[src/rtl/perf_pkg.sv]
// Shared constants and helpers for the performance-counter CSR block.
package perf_pkg;

  // Register byte offsets (word aligned; addr[1:0] ignored by the decoder)
  localparam logic [7:0] PERF_CYCLE  = 8'h10;
  localparam logic [7:0] PERF_INSTR  = 8'h14;
  localparam logic [7:0] PERF_RST    = 8'h18;
  localparam logic [7:0] PERF_BR_TOT = 8'h1C;
  localparam logic [7:0] PERF_BR_OK  = 8'h20;
  localparam logic [7:0] PERF_CTRL   = 8'h24;

  // Control register bit positions
  localparam int CTRL_EN  = 0;
  localparam int CTRL_FRZ = CTRL_EN + 1;

  localparam int NUM_CTR = 4;

  // Slot of each counter inside the packed counter array
  typedef enum logic [1:0] {
    CTR_CYCLE  = 2'd0,
    CTR_INSTR  = 2'd1,
    CTR_BR_TOT = 2'd2,
    CTR_BR_OK  = 2'd3
  } ctr_idx_e;

  typedef enum logic [1:0] {
    ST_STOP   = 2'd0,
    ST_RUN    = 2'd1,
    ST_FROZEN = 2'd2
  } perf_state_e;

  // Counting state is a pure function of the two control bits
  function automatic perf_state_e ctrl_state(input logic en, input logic frz);
    if (!en)     return ST_STOP;
    else if (frz) return ST_FROZEN;
    else          return ST_RUN;
  endfunction

endpackage

[src/rtl/perf_counter_csr_if.sv]
// MMIO bus between the address decoder / CPU and the perf-counter CSR block.
interface perf_counter_csr_if;
  logic        sel;
  logic [7:0]  addr;
  logic        we;
  logic        re;
  logic [31:0] wdata;
  logic [31:0] rdata;

  modport master (output sel, addr, we, re, wdata, input rdata);
  modport slave  (input sel, addr, we, re, wdata, output rdata);
endinterface

[src/rtl/perf_ctr.sv]
// Single wrapping event counter; clear beats increment.
module perf_ctr #(
  parameter int W = 32
) (
  input  logic         clk,
  input  logic         rst_n,
  input  logic         clr,
  input  logic         inc,
  input  logic         run,
  output logic [W-1:0] q
);

  // Clear wins over a same-cycle event; otherwise count while running
  always_ff @(posedge clk or negedge rst_n) begin
    if (!rst_n)          q <= '0;
    else if (clr)        q <= '0;
    else if (run && inc) q <= q + W'(1);
  end

endmodule

[src/rtl/perf_counter_csr.sv]
// Cycle / retired-instruction / branch counters exposed as MMIO CSRs.
// Reads return the value sampled at the request edge (before that cycle's
// increments); a control write only affects counting from the next cycle.
module perf_counter_csr
  import perf_pkg::*;
#(
  parameter int COUNTER_WIDTH = 32,
  parameter bit RESET_ENABLE  = 1'b1
) (
  input  logic                     clk,
  input  logic                     rst_n,
  input  logic                     retire,
  input  logic                     br_resolve,
  input  logic                     br_correct,
  perf_counter_csr_if.slave        bus,
  output logic [COUNTER_WIDTH-1:0] cycle_counter,
  output logic [COUNTER_WIDTH-1:0] instruction_counter
);

  if (COUNTER_WIDTH < 1 || COUNTER_WIDTH > 32) begin : g_width_chk
    $error("perf_counter_csr: COUNTER_WIDTH must be 1..32");
  end

  logic                                  ctrl_en, ctrl_frz;
  perf_state_e                           state;
  logic                                  run, wr_hit, clr, ctrl_wr;
  logic [NUM_CTR-1:0]                    inc;
  logic [NUM_CTR-1:0][COUNTER_WIDTH-1:0] cnt;
  logic [31:0]                           rd_mux, rdata_q;
  logic                                  unused;

  assign unused  = ^{bus.addr[1:0], bus.wdata[31:2]};

  assign state   = ctrl_state(ctrl_en, ctrl_frz);
  assign run     = (state == ST_RUN);
  assign wr_hit  = bus.sel & bus.we;
  assign clr     = wr_hit & (bus.addr[7:2] == PERF_RST[7:2]);
  assign ctrl_wr = wr_hit & (bus.addr[7:2] == PERF_CTRL[7:2]);

  assign inc[CTR_CYCLE]  = 1'b1;
  assign inc[CTR_INSTR]  = retire;
  assign inc[CTR_BR_TOT] = br_resolve;
  assign inc[CTR_BR_OK]  = br_resolve & br_correct;

  perf_ctr #(.W(COUNTER_WIDTH)) u_ctr [NUM_CTR-1:0] (
    .clk   (clk),
    .rst_n (rst_n),
    .clr   (clr),
    .inc   (inc),
    .run   (run),
    .q     (cnt)
  );

  // Control register: enable/freeze, changed only by software writes
  always_ff @(posedge clk or negedge rst_n) begin
    if (!rst_n) begin
      ctrl_en  <= RESET_ENABLE;
      ctrl_frz <= 1'b0;
    end else if (ctrl_wr) begin
      ctrl_en  <= bus.wdata[CTRL_EN];
      ctrl_frz <= bus.wdata[CTRL_FRZ];
    end
  end

  // Read mux over current (pre-write, pre-increment) state, zero-extended
  always_comb begin
    rd_mux = '0;
    case (bus.addr[7:2])
      PERF_CYCLE[7:2]:  rd_mux = 32'(cnt[CTR_CYCLE]);
      PERF_INSTR[7:2]:  rd_mux = 32'(cnt[CTR_INSTR]);
      PERF_BR_TOT[7:2]: rd_mux = 32'(cnt[CTR_BR_TOT]);
      PERF_BR_OK[7:2]:  rd_mux = 32'(cnt[CTR_BR_OK]);
      PERF_CTRL[7:2]: begin
        rd_mux[CTRL_EN]  = ctrl_en;
        rd_mux[CTRL_FRZ] = ctrl_frz;
      end
      default:          rd_mux = '0;
    endcase
  end

  // Registered read data; holds between reads
  always_ff @(posedge clk or negedge rst_n) begin
    if (!rst_n)                rdata_q <= '0;
    else if (bus.sel & bus.re) rdata_q <= rd_mux;
  end

  assign bus.rdata           = rdata_q;
  assign cycle_counter       = cnt[CTR_CYCLE];
  assign instruction_counter = cnt[CTR_INSTR];

endmodule
[src/flat_wrapper.sv]
// flat-port wrapper written by rule: the top's interface ports become plain ports
module perf_counter_csr_flat import perf_pkg::*;
#(
  parameter int COUNTER_WIDTH = 32,
  parameter bit RESET_ENABLE  = 1'b1
)
  (clk, rst_n, retire, br_resolve, br_correct, cycle_counter, instruction_counter, bus_sel, bus_addr, bus_we, bus_re, bus_wdata, bus_rdata);
  perf_counter_csr_if bus_i ();
  input  logic clk;
  input  logic rst_n;
  input  logic retire;
  input  logic br_resolve;
  input  logic br_correct;
  output logic [COUNTER_WIDTH-1:0] cycle_counter;
  output logic [COUNTER_WIDTH-1:0] instruction_counter;
  input wire logic [$bits(bus_i.sel)-1:0] bus_sel;
  input wire logic [$bits(bus_i.addr)-1:0] bus_addr;
  input wire logic [$bits(bus_i.we)-1:0] bus_we;
  input wire logic [$bits(bus_i.re)-1:0] bus_re;
  input wire logic [$bits(bus_i.wdata)-1:0] bus_wdata;
  output wire logic [$bits(bus_i.rdata)-1:0] bus_rdata;
  assign bus_i.sel = bus_sel;
  assign bus_i.addr = bus_addr;
  assign bus_i.we = bus_we;
  assign bus_i.re = bus_re;
  assign bus_i.wdata = bus_wdata;
  assign bus_rdata = bus_i.rdata;
  perf_counter_csr #(.COUNTER_WIDTH(COUNTER_WIDTH), .RESET_ENABLE(RESET_ENABLE)) u_core (.clk(clk), .rst_n(rst_n), .retire(retire), .br_resolve(br_resolve), .br_correct(br_correct), .bus(bus_i), .cycle_counter(cycle_counter), .instruction_counter(instruction_counter));
endmodule
[config.mk]
export PLATFORM = sky130hd
export DESIGN_NAME = perf_counter_csr_flat
export DESIGN_NICKNAME = d
export VERILOG_FILES = /design/src/rtl/perf_pkg.sv /design/src/rtl/perf_counter_csr_if.sv /design/src/rtl/perf_ctr.sv /design/src/rtl/perf_counter_csr.sv /design/src/flat_wrapper.sv
export SDC_FILE = /design/constraint.sdc
export NUM_CORES = 1
export LEC_CHECK = 0
export CAP_MARGIN = 10
export CELL_PAD_IN_SITES_DETAIL_PLACEMENT = 0
export CELL_PAD_IN_SITES_GLOBAL_PLACEMENT = 1
export CORE_UTILIZATION = 30
export DETAILED_ROUTE_END_ITERATION = 12
export GPL_TIMING_DRIVEN = 0
export PLACE_DENSITY = 0.62
export SYNTH_ARGS = -nofsm -noshare
export SYNTH_HDL_FRONTEND = slang
export SYNTH_SLANG_ARGS = --single-unit
[constraint.sdc]
create_clock -name clk -period 2.81 [get_ports clk]
set_input_delay 0.562 -clock clk [delete_from_list [all_inputs] [get_ports clk]]
set_output_delay 0.562 -clock clk [all_outputs]
set_load 0.02 [all_outputs]
# ---- Yosys cells after proc, flatten, opt, wreduce, memory -nomap -nowiden
# Index checks and enable logic that the tools add are counted.
# W data, S select, Z words.
dict set report classes {
  addsub 4
  mul 0
  div_mod_pow 0
  order_cmp 0
  n_eq_ne 7
  shifts 0
  mux 12
  bitwise 5
  n_reduce_logical 7
}
# operator n
set ops {}
lappend ops {{$mux W32} 8}
lappend ops {{$add A32 B1 Y32 const B} 4}
lappend ops {{$pmux W30 S4} 1}
lappend ops {{$eq A6 B3 Y1 const B} 4}
lappend ops {{$eq A6 B4 Y1 const B} 2}
lappend ops {{$pmux W2 S5} 1}
lappend ops {{$reduce_bool A2 Y1} 4}
lappend ops {{$and A1 B1 Y1} 5}
lappend ops {{$mux W2} 2}
lappend ops {{$logic_and A1 B1 Y1} 3}
lappend ops {{$eq A2 B1 Y1 const B} 1}
dict set report totals {
  ff_bits 162
  latch_bits 0
  ram_bits 0
  romBits 0
  in_bits 48
  output_inout_bits 96
  wordCells 42
  mem_count 0
}

# ---- Longest topological paths before layout
dict set report depth {
  depth_word 6
  mapped_depth 7
  ltp_nobuf 5
}

# ---- Modules after synthesis
# From an unflattened synthesis, not the netlist that was laid out.
dict set report hier_totals {
  hier_cells 954
  hier_area_um2 9230.1
}
# mod instances cells_each area_each_um2
set modules_own_cells {}
lappend modules_own_cells {perf_ctr 4 188 1732.9}
lappend modules_own_cells {perf_counter_csr 1 202 2298.5}

# ---- Worst setup path before layout
# Ideal clock, no wire load.
dict set report synth_path {
  path_kind {in2reg}
  startpoint {in bus_addr[4]}
  endpoint {reg u_core.ctrl_frz}
  setup_ns 0.125
  arrival_ns 2.020
  t_required_ns 2.685
  slack_ns 0.665
  stages 4
  path_cell_list {or4b_2 > or2_2 > nor2_1 > mux2_2}
}
dict set report synth_between {
  elab_chain_cells 2
}
# item line_no
set synth_lines {}
lappend synth_lines {{from (decl)} flat_wrapper.sv:17} ;# input wire logic [$bits(bus_i.addr)-1:0] bus_addr;
lappend synth_lines {{$eq A6 B4 Y1} perf_counter_csr.sv:38} ;# assign ctrl_wr = wr_hit & (bus.addr[7:2] == PERF_CTRL[7:2]);
lappend synth_lines {{$and A1 B1 Y1} perf_counter_csr.sv:38}
lappend synth_lines {{to (signal assigned)} perf_counter_csr.sv:61} ;# ctrl_frz <= bus.wdata[CTRL_FRZ];
lappend synth_lines {{to (decl)} perf_counter_csr.sv:24} ;# logic ctrl_en, ctrl_frz;
# No other way between the ends.
# A chain may end at the register's enable or synchronous reset.

# ---- Worst setup path after layout
dict set report layout_path {
  startpoint {in bus_addr[5]}
  endpoint {reg u_core.rdata_q[19] (netlist: u_core.bus.rdata[19])}
}
dict set report layout_between {
  elab_chain_cells 2
  elab_cells_between_ends 5
}
# item line_no
set layout_lines {}
lappend layout_lines {{$eq A6 B4 Y1 / $eq A6 B3 Y1 (equally long branches)} perf_counter_csr.sv:68} ;# case (bus.addr[7:2])
lappend layout_lines {{$pmux W30 S4 (*)} perf_counter_csr.sv:68}
lappend layout_lines {{to (signal assigned)} perf_counter_csr.sv:84} ;# else if (bus.sel & bus.re) rdata_q <= rd_mux;
lappend layout_lines {{to (decl)} perf_counter_csr.sv:29} ;# logic [31:0] rd_mux, rdata_q;
# Mark *: on every way between the ends. The rest lies on a longest branch, timed or not.

==> results.py <==
metrics = {
    "critical_path": {
        "reg2reg_slack_ns": 0.35,
        "worstPathArrival_ns": 3.05,
        "crit_buf_inv": 2,
        "crit_required_ns": 3.15,
        "worst-path-max-fanout": 10,
        "cp_slowest_cell": "or4b_2",
        "critPathMaxStageDelay_ns": 0.68,
        "path_class": "in -> reg",
        "path_delay_family": "simple AND/OR/NAND/NOR gates",
        "crit_path_end_kind": "flop",
        "path_cells": "clkdlybuf4s50_1 > or4b_2 > nor2_1 > clkbuf_1 > a221oi_1 > o21ai_0",
        "start_kind": "input port",
    },
    "yosys": {
        "synth_top_family_by_area": "simple AND/OR/NAND/NOR gates",
        "synth_area_leaders": "dfrtp_1, buf_4, mux2i_1, a21oi_1, nand2_1",
        "synth_most_common_cell": "dfrtp_1",
        "synthMuxAreaShare": 0.05251,
        "syn_nets": 1105,
        "ys_warn_count": 0,
        "synth_cells": 1053,
        "synth-xor-area-share": 0.03292,
        "yosys.area_share.simple": 0.2556,
        "synthTopCellsByCount": "dfrtp_1, nand2_1, a21oi_1, buf_4, o21ai_0",
        "synth_edf_count": 0,
        "synthDistinctLibCells": 49,
        "netlist_area_um2": 9579,
        "ys_seq_area_frac": 0.4233,
        "syn_avg_cell_area_um2": 9.097,
        "synthFlopType": "dfrtp_1",
        "synth-async-reset-ratio": 1.000,
        "synth_top_area_share": 0.4206,
        "synth_adder_area_share": 0.005225,
        "yosysTopAreaCell": "dfrtp_1",
        "ys_ff_latch": 162,
        "synth-compound-area-share": 0.1437,
    },
    "grt": {
        "grt_pass1_wl_um": 49310,
        "antenna_found_initial": 0,
        "grt_usage": 0.1943,
        "overflow": 0,
        "grt_max_degree": 98,
        "grt_pass1_vias": 8410,
    },
    "placement": {
        "numPortBuffers": 109,
        "dp_cells": 1565,
        "dp_hpwl_um": 22840,
        "place_congestion": 0.8229,
        "dp_slack_ns": -0.7770,
    },
    "timing": {
        "slew_viol_final": 0,
        "fmaxAchievable_mhz": 369.8,
        "setup_viol": 0,
        "timing.final.ws_setup_ns": 0.1058,
        "skew_ns": 0.01386,
        "tns_ns": 0,
        "worst_slew_pin_slew_ns": 0.7747,
        "period_share": 0.9623,
        "relSlewSlack": 0.4836,
        "finalCriticalPeriod_ns": 2.704,
        "fin_hold_ws_ns": 0.08965,
        "rsz0062_at_grt": "false",
        "hold_viol": 0,
    },
    "power": {
        "vdd.ir_drop.worst_mv": 0.3969,
        "total_leakage_power_nw": 4.534,
        "powerDensity_nw_per_um2": 569.1,
    },
    "clock_tree": {
        "cts_setup_buffers": 0,
        "cts_sinks": 162,
        "ctsRootBufferMaster": "clkbuf_16",
        "clk-insertion-delay-late_ns": 0.43,
        "cts_tree": "built",
        "cts_hold_buffers": 0,
        "cts.path.max_buffers": 2,
        "cts_buffers": 17,
        "clkTransAtPathRegs_ns": 0.07,
        "htree_levels": 4,
    },
    "routing": {
        "num_vias": 8606,
        "first_pass_iters": 5,
        "via_per_inst": 5.396,
        "postRouteAntennaNets": 0,
        "first_iter_violations": 481,
        "drc": 0,
        "wl_um": 31380,
        "wl_per_cell_um": 19.67,
    },
    "run_status": {
        "outcome": "finished, final reports clean",
    },
    "flow_run": {
        "max_cap_violations": 0,
    },
    "floorplanning": {
        "core-area_um2": 31470,
        "num_rows": 65,
        "ioPinCount": 144,
        "start_util": 0.3044,
        "fp.dieH_um": 180.7,
        "die_area_um2": 32650,
        "die_w_um": 180.7,
    },
    "final_layout": {
        "syn2layout_area_growth_pct": 23.30,
        "num-fill-cells": 3233,
        "nets": 1234,
        "instances_no_fill": 1595,
        "num_antenna_cells": 0,
        "layout-drive-gt1-share": 0.1106,
    },
    "hold_path": {
        "worstHoldPathType": "in -> async",
    },
}
[where the power goes]
group / internal, mW / switching, mW / leakage (nW)
Clock: 1.38 / 1.05 / 0.285
Combinational: 0.693 / 0.711 / 2.10
Sequential: 2.52 / 0.368 / 2.15
[registers in the layout (all words and copies together), names as in the netlist]
| signal | cells |
|---|---|
| u_core.bus.rdata | 32 |
| u_core.ctrl_frz | 1 |
| u_core.ctrl_en | 1 |
| u_core.u_ctr.q | 128 |
[worst register-to-register path, cell delays in order, from the launching register on]
cell and delay (ns):
dfstp_2 0.56, nand4b_2 0.27, or4_4 0.65, buf_2 0.23, nor4_1 0.47, mux2i_1 0.23
[kinds of logic after synthesis]
logic type | Yosys count
and+or+nand+nor | 431
AOI/OAI and AO/OA | 220
DFF | 162
buffers and inverters | 150
muxes | 50
xor gates and xnor gates | 36
adders and majority gates | 4
[timing repair]
action                                  4_1_cts  5_1_grt
resized for setup                             3        6
gates cloned                                  0        0
endpoints found under the setup margin       95       35
[cell type report]
cell class | instances | area (µm²) | share of cell area
tap | 402 | 503.0 | 0.04258
multi-input combinational | 741 | 4702 | 0.3981
clock inverter | 10 | 123.9 | 0.01049
clock buffer | 20 | 466.7 | 0.03951
sequential | 162 | 4055 | 0.3433
buffer | 135 | 780.7 | 0.06610
timing repair buffer | 110 | 1124 | 0.09513
inverter | 15 | 56.30 | 0.004767
[metal layers]
layer / part of all wire / vias to the layer above / track usage
li1: - / 4140 / -
met1: 0.48 / 4279 / 0.2681
met2: 0.47 / 160 / 0.3141
met3: 0.033 / 27 / 0.02419
met4: 0.019 / 0 / 0.06427
met5: 0 / - / 0
[metrics by stage]
stage / util / power [mW] / cell area, µm²
floorplan: - / 3.674 / 9579
global placement: 0.3550 / 4.321 / 11170
detailed placement: 0.3560 / 4.343 / 11210
CTS: 0.3752 / 6.778 / 11810
global route: 0.3753 / 7.014 / 11810
finish: 0.3753 / 6.722 / 11810
[placed cells by master, fill, tap and decap left out, types with 18 or more instances in the layout]
cell / count
a21oi_1: 77
and4_1: 19
xnor2_1: 18
nor3_1: 43
xor2_1: 18
o31ai_1: 43
dfrtp_1: 161
mux2i_1: 48
a221oi_1: 30
clkdlybuf4s50_1: 108
or3_1: 24
buf_4: 65
nor4_1: 19
nand4_1: 45
nand2_1: 91
o21ai_0: 55
nand3_1: 46
or4_1: 45
nor2_1: 41
clkbuf_1: 46
[path summary, 6_finish.rpt]
path	endpoint	cells past startpoint	startpoint
setup reg to reg	u_core.u_ctr[1].q[31]$_DFFE_PN0P_	5	u_core.ctrl_en$_DFFE_PN1P_
hold / removal	u_core.u_ctr[1].q[29]$_DFFE_PN0P_	1	rst_n
hold reg to reg	u_core.bus.rdata[3]$_DFFE_PN0P_	2	u_core.bus.rdata[3]$_DFFE_PN0P_
setup / recovery	u_core.bus.rdata[19]$_DFFE_PN0P_	6	bus_addr[5]
max in group asynchronous	u_core.u_ctr[0].q[19]$_DFFE_PN0P_	2	rst_n
min in group clk	u_core.bus.rdata[3]$_DFFE_PN0P_	2	u_core.bus.rdata[3]$_DFFE_PN0P_
Power figures use the tool's default switching activity.
